<file path="config.mk">
export PLATFORM = sky130hd
export DESIGN_NAME = mmio_spi_master
export DESIGN_NICKNAME = d
export VERILOG_FILES = /design/src/rtl/mmio_spi_master.sv
export SDC_FILE = /design/constraint.sdc
export NUM_CORES = 1
export LEC_CHECK = 0
export CORE_UTILIZATION = 54
export DETAILED_ROUTE_END_ITERATION = 10
export PLACE_DENSITY = 0.75
export RECOVER_POWER = 50
export SLEW_MARGIN = 20
export SYNTH_ARGS = -nofsm -noshare
export SYNTH_HDL_FRONTEND = slang
export SYNTH_SLANG_ARGS = --single-unit
</file>
<file path="constraint.sdc">
create_clock -name clk -period 2.9 [get_ports clk]
set_clock_uncertainty 0.2 [all_clocks]
set_input_delay 0.725 -clock clk [delete_from_list [all_inputs] [get_ports clk]]
set_output_delay 0.725 -clock clk [all_outputs]
set_load 0.02 [all_outputs]
</file>
<file path="src/rtl/mmio_spi_master.sv">
// mmio_spi_master: MMIO-mapped SPI mode-0 master with TX/RX byte FIFOs.
// Data register (addr 0): write pushes {ignore, byte} into TX, read pops RX head.
// Status register (addr 1): flags only, no side effects.
// Optional macro SPI_LOOPBACK_EN: receive path samples internal mosi instead of spi_miso.
module mmio_spi_master #(
  parameter int CLK_DIV    = 4,
  parameter int FIFO_DEPTH = 8
) (
  input  logic       clk,
  input  logic       rst,
  input  logic       spi_wr,
  input  logic       spi_rd,
  input  logic       spi_addr,
  input  logic [7:0] spi_din,
  input  logic       spi_ignore_response,
  output logic [7:0] spi_dout,
  output logic       spi_buffer_full,
  output logic       spi_buffer_empty,
  output logic       spi_data_avail,
  output logic       spi_sclk,
  output logic       spi_mosi,
  input  logic       spi_miso,
  output logic       spi_cs_n
);

  localparam int AW = $clog2(FIFO_DEPTH);
  localparam int DW = (CLK_DIV > 1) ? $clog2(CLK_DIV) : 1;
  localparam logic [DW-1:0] DIV_LAST = DW'(CLK_DIV - 1);

  typedef enum logic [1:0] {
    S_IDLE,
    S_LOAD,
    S_SHIFT,
    S_TAIL
  } state_t;

  state_t r_state;
  state_t w_state_next;

  logic [AW:0]   r_tx_wr, r_tx_rd, r_rx_wr, r_rx_rd;
  logic [8:0]    r_tx_mem [FIFO_DEPTH];
  logic [7:0]    r_rx_mem [FIFO_DEPTH];

  logic [DW-1:0] r_div;
  logic [2:0]    r_bitcnt;
  logic [7:0]    r_shift;
  logic          r_ign;
  logic          r_sclk;
  logic          r_mosi;
  logic          r_cs_n;

  logic          w_tx_full, w_tx_empty, w_rx_full, w_rx_empty;
  logic          w_tx_push, w_tx_pop, w_rx_push, w_rx_pop;
  logic [8:0]    w_tx_head;
  logic          w_div_end, w_rise, w_fall, w_byte_done;
  logic          w_rx_in;

`ifdef SPI_LOOPBACK_EN
  logic w_unused_miso;
  assign w_unused_miso = spi_miso;
  assign w_rx_in       = r_mosi;
`else
  assign w_rx_in = spi_miso;
`endif

  assign w_tx_full  = (r_tx_wr[AW] != r_tx_rd[AW]) && (r_tx_wr[AW-1:0] == r_tx_rd[AW-1:0]);
  assign w_tx_empty = (r_tx_wr == r_tx_rd);
  assign w_rx_full  = (r_rx_wr[AW] != r_rx_rd[AW]) && (r_rx_wr[AW-1:0] == r_rx_rd[AW-1:0]);
  assign w_rx_empty = (r_rx_wr == r_rx_rd);
  assign w_tx_head  = r_tx_mem[r_tx_rd[AW-1:0]];

  // Fullness/emptiness come from registered pointers, so same-cycle pops never rescue a push.
  assign w_tx_push = spi_wr && !spi_addr && !w_tx_full;
  assign w_rx_pop  = spi_rd && !spi_addr && !w_rx_empty;
  assign w_rx_push = w_byte_done && !r_ign && !w_rx_full;

  assign spi_dout         = w_rx_empty ? 8'h00 : r_rx_mem[r_rx_rd[AW-1:0]];
  assign spi_buffer_full  = w_tx_full;
  assign spi_buffer_empty = w_tx_empty && (r_state == S_IDLE);
  assign spi_data_avail   = !w_rx_empty;
  assign spi_sclk         = r_sclk;
  assign spi_mosi         = r_mosi;
  assign spi_cs_n         = r_cs_n;

  // FIFO storage writes (contents need no reset; pointers define validity)
  always_ff @(posedge clk) begin
    if (w_tx_push) r_tx_mem[r_tx_wr[AW-1:0]] <= {spi_ignore_response, spi_din};
    if (w_rx_push) r_rx_mem[r_rx_wr[AW-1:0]] <= r_shift;
  end

  // FIFO pointer updates
  always_ff @(posedge clk) begin
    if (rst) begin
      r_tx_wr <= '0;
      r_tx_rd <= '0;
      r_rx_wr <= '0;
      r_rx_rd <= '0;
    end else begin
      if (w_tx_push) r_tx_wr <= r_tx_wr + 1'b1;
      if (w_tx_pop)  r_tx_rd <= r_tx_rd + 1'b1;
      if (w_rx_push) r_rx_wr <= r_rx_wr + 1'b1;
      if (w_rx_pop)  r_rx_rd <= r_rx_rd + 1'b1;
    end
  end

  // Engine state register
  always_ff @(posedge clk) begin
    if (rst) r_state <= S_IDLE;
    else     r_state <= w_state_next;
  end

  // Engine next-state and per-cycle event decode
  always_comb begin
    w_state_next = r_state;
    w_div_end    = (r_div == DIV_LAST);
    w_rise       = 1'b0;
    w_fall       = 1'b0;
    w_byte_done  = 1'b0;
    w_tx_pop     = 1'b0;
    case (r_state)
      S_IDLE: begin
        if (!w_tx_empty) w_state_next = S_LOAD;
      end
      S_LOAD: begin
        w_tx_pop     = 1'b1;
        w_state_next = S_SHIFT;
      end
      S_SHIFT: begin
        if (w_div_end) begin
          if (!r_sclk) begin
            w_rise = 1'b1;
          end else begin
            w_fall = 1'b1;
            if (r_bitcnt == 3'd7) begin
              w_byte_done  = 1'b1;
              w_state_next = w_tx_empty ? S_TAIL : S_LOAD;
            end
          end
        end
      end
      S_TAIL: begin
        if (w_div_end) w_state_next = S_IDLE;
      end
      default: w_state_next = S_IDLE;
    endcase
  end

  // Engine datapath: divider, bit counter, shift register and SPI pins.
  // cs_n and mosi=bit7 are registered on entry to LOAD so both are valid
  // throughout the LOAD cycle; the shift register is filled as LOAD ends.
  always_ff @(posedge clk) begin
    if (rst) begin
      r_div    <= '0;
      r_bitcnt <= '0;
      r_shift  <= '0;
      r_ign    <= 1'b0;
      r_sclk   <= 1'b0;
      r_mosi   <= 1'b0;
      r_cs_n   <= 1'b1;
    end else begin
      case (r_state)
        S_IDLE: begin
          if (w_state_next == S_LOAD) begin
            r_cs_n <= 1'b0;
            r_mosi <= w_tx_head[7];
          end
        end
        S_LOAD: begin
          r_shift  <= w_tx_head[7:0];
          r_ign    <= w_tx_head[8];
          r_div    <= '0;
          r_bitcnt <= '0;
        end
        S_SHIFT: begin
          if (w_div_end) begin
            r_div <= '0;
            if (w_rise) begin
              r_sclk  <= 1'b1;
              r_shift <= {r_shift[6:0], w_rx_in};
            end
            if (w_fall) begin
              r_sclk <= 1'b0;
              if (w_byte_done) begin
                r_mosi <= (w_state_next == S_LOAD) ? w_tx_head[7] : 1'b0;
              end else begin
                r_mosi   <= r_shift[7];
                r_bitcnt <= r_bitcnt + 3'd1;
              end
            end
          end else begin
            r_div <= r_div + DW'(1);
          end
        end
        S_TAIL: begin
          if (w_div_end) begin
            r_div  <= '0;
            r_cs_n <= 1'b1;
          end else begin
            r_div <= r_div + DW'(1);
          end
        end
        default: begin
          r_cs_n <= 1'b1;
          r_sclk <= 1'b0;
        end
      endcase
    end
  end

endmodule

</file>
==> key figures <==
Run
  – Max-Cap Viols: 0

Place
  – Routability cong.: 0.784
  – Buffers on Ports: 28
  – Post-DP Area: 7870 um^2
  – Cells after DPL: 674
  – Placed wire-length estimate: 8.63 mm

Clocking
  – CTS Buf Count: 17
  – Clock latency on the worst-skew pair: 420 ps
  – Clock buffer depth: 2
  – Clock Tree Root: clkbuf_16
  – H-tree depth: 4
  – Reg clk slew, reported paths: 60 ps
  – Clk sinks: 177
  – CTS tree: built
  – Hold-fix buffers, CTS: 0

Layout
  – Syn-to-layout area delta: 15.6%
  – Layout Nets: 544
  – Core Util, Final: 0.651
  – Fillers: 936
  – Diode count: 0
  – Non-Filler Instances: 705
  – Layout cells sized above 1: 0.197
  – Final std cell area, no fill: 8390 um^2

GRT
  – Aggregate global-route resource usage: 0.204
  – Overflow after GRT: 0
  – Antenna violations before repair: 0
  – Vias in the first global route: 4,179
  – First-pass GRT wire length: 21.3 mm
  – Largest net degree at the start of global routing: 34

Synthesis
  – Post-synth top area share: 0.563
  – Synth warnings: 0
  – Mapped Nets: 494
  – Mapped Area: 7260 um^2
  – Cells after Synth: 472
  – Number of synthesized flops with an enable pin: 136
  – FFs w/ async S/R, synth: 0
  – Synth unique cells: 48
  – Sequential area share after synthesis: 0.676
  – Avg Cell Area, Syn: 15.4 um^2
  – Synth area leader: edfxtp_1
  – Synthesis-stage register bit count: 177
  – Prevailing post-synth register cell: edfxtp_1
  – Dominant cells by area after synthesis: edfxtp_1 (56%), dfxtp_1 (11%), mux4_2 (8.4%)

Critical path
  – Critical path endpoint category: register
  – CP max-delay cell: dlymetal6s4s_1
  – Crit-path cells: dlygate4sd3_1 > dlymetal6s4s_1 > nor2b_1 > mux2_2
  – Critical Path AT: 2870 ps
  – CP startpoint kind: primary input
  – R2R setup slack: 340 ps
  – Setup CP Type: in -> reg
  – Req. time, crit path: 3000 ps
  – Critical path fanouts, max: 33
  – Slowest cell delay on critical path: 1020 ps

Power and ir drop
  – NetSw: 0.00117 W
  – Sequential share of power: 0.547
  – Total Power: 0.00532 W
  – Leak: 2.79 nW
  – VDD IR max: 0.000723 V
  – Net Sw Frac: 0.220
  – Logic pwr share: 0.079
  – Cell-internal power: 0.00415 W
  – Pwr/cell area: 635 nW/um^2
  – Clock power frac: 0.374

STA
  – Final hold violations: 0
  – Crit path time final: 2760 ps
  – # setup viols final: 0
  – Slew headroom: 0.209
  – Worst-Margin Slew: 1190 ps
  – Post-route setup TNS: 0 ps
  – Slew Viols, Final: 0
  – FMAX: 0.362 GHz
  – Fin crit share: 0.952
  – RSZ-0062 raised after global routing: false

Floorplan
  – Top-Level Pins: 29
  – Die area: 13,900 um^2
  – Width of the die: 118 um
  – Initial core utilization: 0.564
  – Core area: 12,900 um^2
  – Die height: 118 um
  – # rows: 41

Routing
  – Drt first pass iters: 4
  – Drt first-iter violations: 273
  – DR vias/cell: 5.71
  – Vias: 4,027
  – Wire per inst: 18.4 um
  – Antenna Nets Post-Route: 0
  – Total Wirelength: 13.0 mm
  – DRC violations left: 0

Run status
  – Status: finished clean

Min path
  – HP Class: reg -> reg
sequential cells by signal, indices dropped and copies added (netlist names), 2 cells and up, named ones only:
register	count
r_tx_mem	72
r_rx_mem	64
r_shift	8
r_rx_rd	4
r_rx_wr	4
r_tx_rd	4
r_tx_wr	4
r_bitcnt	3
r_div	2
r_state	2
Yosys cell counts, types with 4 or more instances:
cell type  count
nor2b_1        6
ha_1           7
edfxtp_1     136
mux2i_1       24
buf_2          9
xor2_1         9
a21oi_1       26
a22o_1         8
inv_1          6
buf_4          5
nor3_1        10
mux4_2        27
nand2b_1      13
xnor2_1        8
nand2_1       16
or3_1          4
a22oi_1       15
clkbuf_1      13
dfxtp_1       41
nand3_1       15
nor2_1        32
o21ai_0        8
area by class of cell:
| cell class | instances | area [um^2] | share of cell area |
|---|---|---|---|
| Clock buffer | 20 | 437 | 0.0521 |
| Clock inverter | 10 | 71.3 | 0.00850 |
| Inverter | 6 | 22.5 | 0.00268 |
| Multi-Input combinational cell | 261 | 2220 | 0.264 |
| Sequential cell | 177 | 4910 | 0.586 |
| Tap cell | 172 | 215 | 0.0257 |
| Timing Repair Buffer | 59 | 510 | 0.0609 |
critical path, delay by kind of cell:
kind | cells | cell delay, ps
buf+inv | 2 | 1710
mux | 1 | 310
simple gates | 1 | 110
placed cells by master, fill, tap and decap left out, drive strengths merged, types with 3 or more instances in the layout:
| master | n |
|---|---|
| a22o | 8 |
| clkinv | 8 |
| nor2 | 32 |
| dfxtp | 41 |
| nand2b | 14 |
| ha | 7 |
| mux2i | 24 |
| xnor2 | 8 |
| buf | 35 |
| mux2 | 3 |
| edfxtp | 136 |
| dlygate4sd2 | 3 |
| a22oi | 15 |
| inv | 6 |
| nand2 | 16 |
| mux4 | 27 |
| or4 | 3 |
| xor2 | 9 |
| nand3 | 16 |
| nor2b | 6 |
| clkdlybuf4s50 | 7 |
| clkbuf | 23 |
| nor3 | 10 |
| or3 | 5 |
| o21ai | 8 |
| a21oi | 26 |
| dlygate4sd3 | 10 |
stage by stage:
| stage | worst slack, ps | hold WS (ps) |
|---|---|---|
| 2_1_floorplan | 174 | 264 |
| 3_3_place_gp | 184 | 271 |
| 3_5_place_dp | 124 | 267 |
| 4_1_cts | 7.50 | 277 |
| 5_1_grt | 9.76 | 312 |
| 6_report | 138 | 272 |
worst paths after layout:
path	start	end	depth (start not counted)
setup / recovery	rst	r_rx_wr[2]	4
hold / removal	spi_mosi	spi_mosi	2
setup reg to reg	r_bitcnt[0]	r_rx_mem[0][1]	7
hold reg to reg	spi_mosi	spi_mosi	2
layer usage:
layer | wire length [um] | track usage
met3 | 390 | 0.0596
met5 | 0 | 0
met1 | 5420 | 0.235
met2 | 7030 | 0.363
met4 | 133 | 0.0649
power groups by stage:
| stage | Clock (W) | Sequential (W) | Combinational [W] |
|---|---|---|---|
| after CTS | 0.00203 | 0.00291 | 0.000424 |
| final | 0.00199 | 0.00291 | 0.000418 |
| after detailed placement | 0 | 0.00297 | 0.000426 |
| after global routing | 0.00214 | 0.00292 | 0.000459 |
| after floorplan | 0 | 0.00293 | 0.000298 |
| after global placement | 0 | 0.00296 | 0.000411 |
timing repair:
item                                    4_1_cts  5_1_grt
resized for setup                            35        8
gates cloned                                  1        0
setup buffers                                 0        0
endpoints found under the setup margin       11       10
logic make-up after synthesis:
group | Yosys count | synth area share
adder cells (fa/ha/maj) | 7 | 0.0121
XOR/XNOR | 17 | 0.0205
AND/OR/NAND/NOR | 113 | 0.0838
flip-flops | 177 | 0.676
buffers and inverters | 34 | 0.0217
multiplexers | 54 | 0.122
AO/OA/AOI/OAI | 70 | 0.0646
Power figures use the tool's default switching activity.
==> edit, RTL diff (same flow settings) <==
`FIFO_DEPTH`: 8 -> 16.
--- a/src/rtl/mmio_spi_master.sv
+++ b/src/rtl/mmio_spi_master.sv
@@ -6,3 +6,3 @@
   parameter int CLK_DIV    = 4,
-  parameter int FIFO_DEPTH = 8
+  parameter int FIFO_DEPTH = 16
 ) (
Check against the original RTL: not equivalent (Yosys sat finds a counterexample within 10 cycles, from zero or initial values and one cycle with rst high).
==> edit against the unedited design <==
Maximum frequency shrank 20%. First-iteration DRC count grew 93%. The flow now finishes with violations (setup timing). Power grew 87%. Setup slack lost 0.68 ns. Wire length grew 110%. Sequential power grew 81%. Final area grew 78%. Largest cell class unchanged. Sequential share of layout area grew 2.4 points. Highest routed layer unchanged. Sequential cell count grew 142. Area after synthesis grew 76%. Hold slack gained 0.0096 ns. Largest power group unchanged. Critical path type is now reg -> out.
==> edit: results (changes against the unedited design) <==
stage	metric	value	unit	change
grt	number of antenna violations at the first check in global routing	1		+1
grt	global routing met3 resource utilization	0.0261		-0.0335
worst_setup_path	CP max-delay cell	sky130_fd_sc_hd__mux4_2		
routing	length of routed met2 wiring	14200	um	+100%
finish	fraction of area in non-clock buffers	0.0653		+0.00444
grt	global-route met2 utilization	0.415		+0.0519
clock_tree	Max Root-Sink Buffers	3		+1
place	Post-Place Cells	1059		+57%
routing	total vias in the final route	6828		+70%
worst_setup_path	cell family with most CP delay	multiplexers		
finish	flip-flop and latch area	9120	um2	+86%
clock_tree	number of setup buffers added after CTS	13		+13
grt	All-Layer GR Usage	0.232		+0.0284
finish	Fill cells	1506		+61%
place	setup slack after placement	-0.324	ns	-0.448 ns
finish	share of post-route cells with drive strength above 1	0.274		+0.0765
routing	Via density	6.03		+5.5%
grt	met1 track utilization from global routing	0.288		+0.0529
worst_setup_path	Arrival @ worst endpoint	2.51	ns	-0.36 ns
yosys	post-synth cell types	45		-6.3%
routing	sum of routed wire segments on met1	10100	um	+86%
yosys	leading cell types by total area after synthesis	sky130_fd_sc_hd__edfxtp_1, sky130_fd_sc_hd__mux4_2, sky130_fd_sc_hd__dfxtp_1		
finish	multi-input gate area in the final layout	3420	um2	+54%
clock_tree	quantity of gates resized following cts	78		+120%
run_status	result of the run	complete, but fails checks		
finish	non-clock inverter total of the final layout	8		+2
grt	first-pass GRT wire length	41500	um	+95%
run_status	violated checks	setup timing		
worst_setup_path	crit-path max FO	7		-79%
sta	final-report setup violation count	8		+8
routing	Routed met3 length	1570	um	+300%
clock_tree	clock latency reported for the late side of the worst-skew pair	0.55	ns	+0.13 ns
routing	final WL	27000	um	+110%
power	reported leakage power	0.00488	uW	+75%
yosys	Avg Cell Area, Syn	18.3	um2	+19%
finish	Layout clock buffers	42		+110%
yosys	Mapped Nets	727		+47%
clock_tree	number of buffers inserted during clock tree synthesis	31		+14
routing	DRC marker count from the first detailed-route iteration	527		+93%
worst_setup_path	maximum single-stage delay on the critical path	0.47	ns	-0.55 ns
routing	Initial DRT Pass Iterations	5		+1
clock_tree	total number of H-tree levels	1		-3
place	GPL Wtd Cong	0.760		-3.0%
sta	Setup WS post-layout	-0.538	ns	-0.676 ns
finish	# diodes	1		+1
finish	count of buffers not belonging to the clock network in the layout	100		+69%
## edit: worst paths after layout
path         startpoint        endpoint  slack [ns]
max           flip-flop     spi_dout[5]       -0.54
min               r_ign           r_ign        0.28
max reg2reg    r_div[0]  r_rx_mem[1][1]        0.36
min reg2reg       r_ign           r_ign        0.28
## edit: kinds of logic (layout without fill, tap and decap cells)
logic type | count (synthesis) | in the layout | share of synthesized area
flip-flops | 319 | 319 | 0.712
other | 0 | 1 | 0
AND/OR/NAND/NOR | 149 | 149 | 0.0593
multiplexers | 85 | 85 | 0.147
adder cells (fa/ha/maj) | 13 | 13 | 0.0127
AO/OA/AOI/OAI | 65 | 65 | 0.0341
buffers and inverters | 45 | 165 | 0.0197
XOR/XNOR | 23 | 23 | 0.0157
## edit: report_power, final
part,internal [uW],leakage (uW),switching [uW],total [uW]
combinational,316,0.00152,352,668
clock,2390,0.000499,1600,4000
sequential,5120,0.00286,163,5280
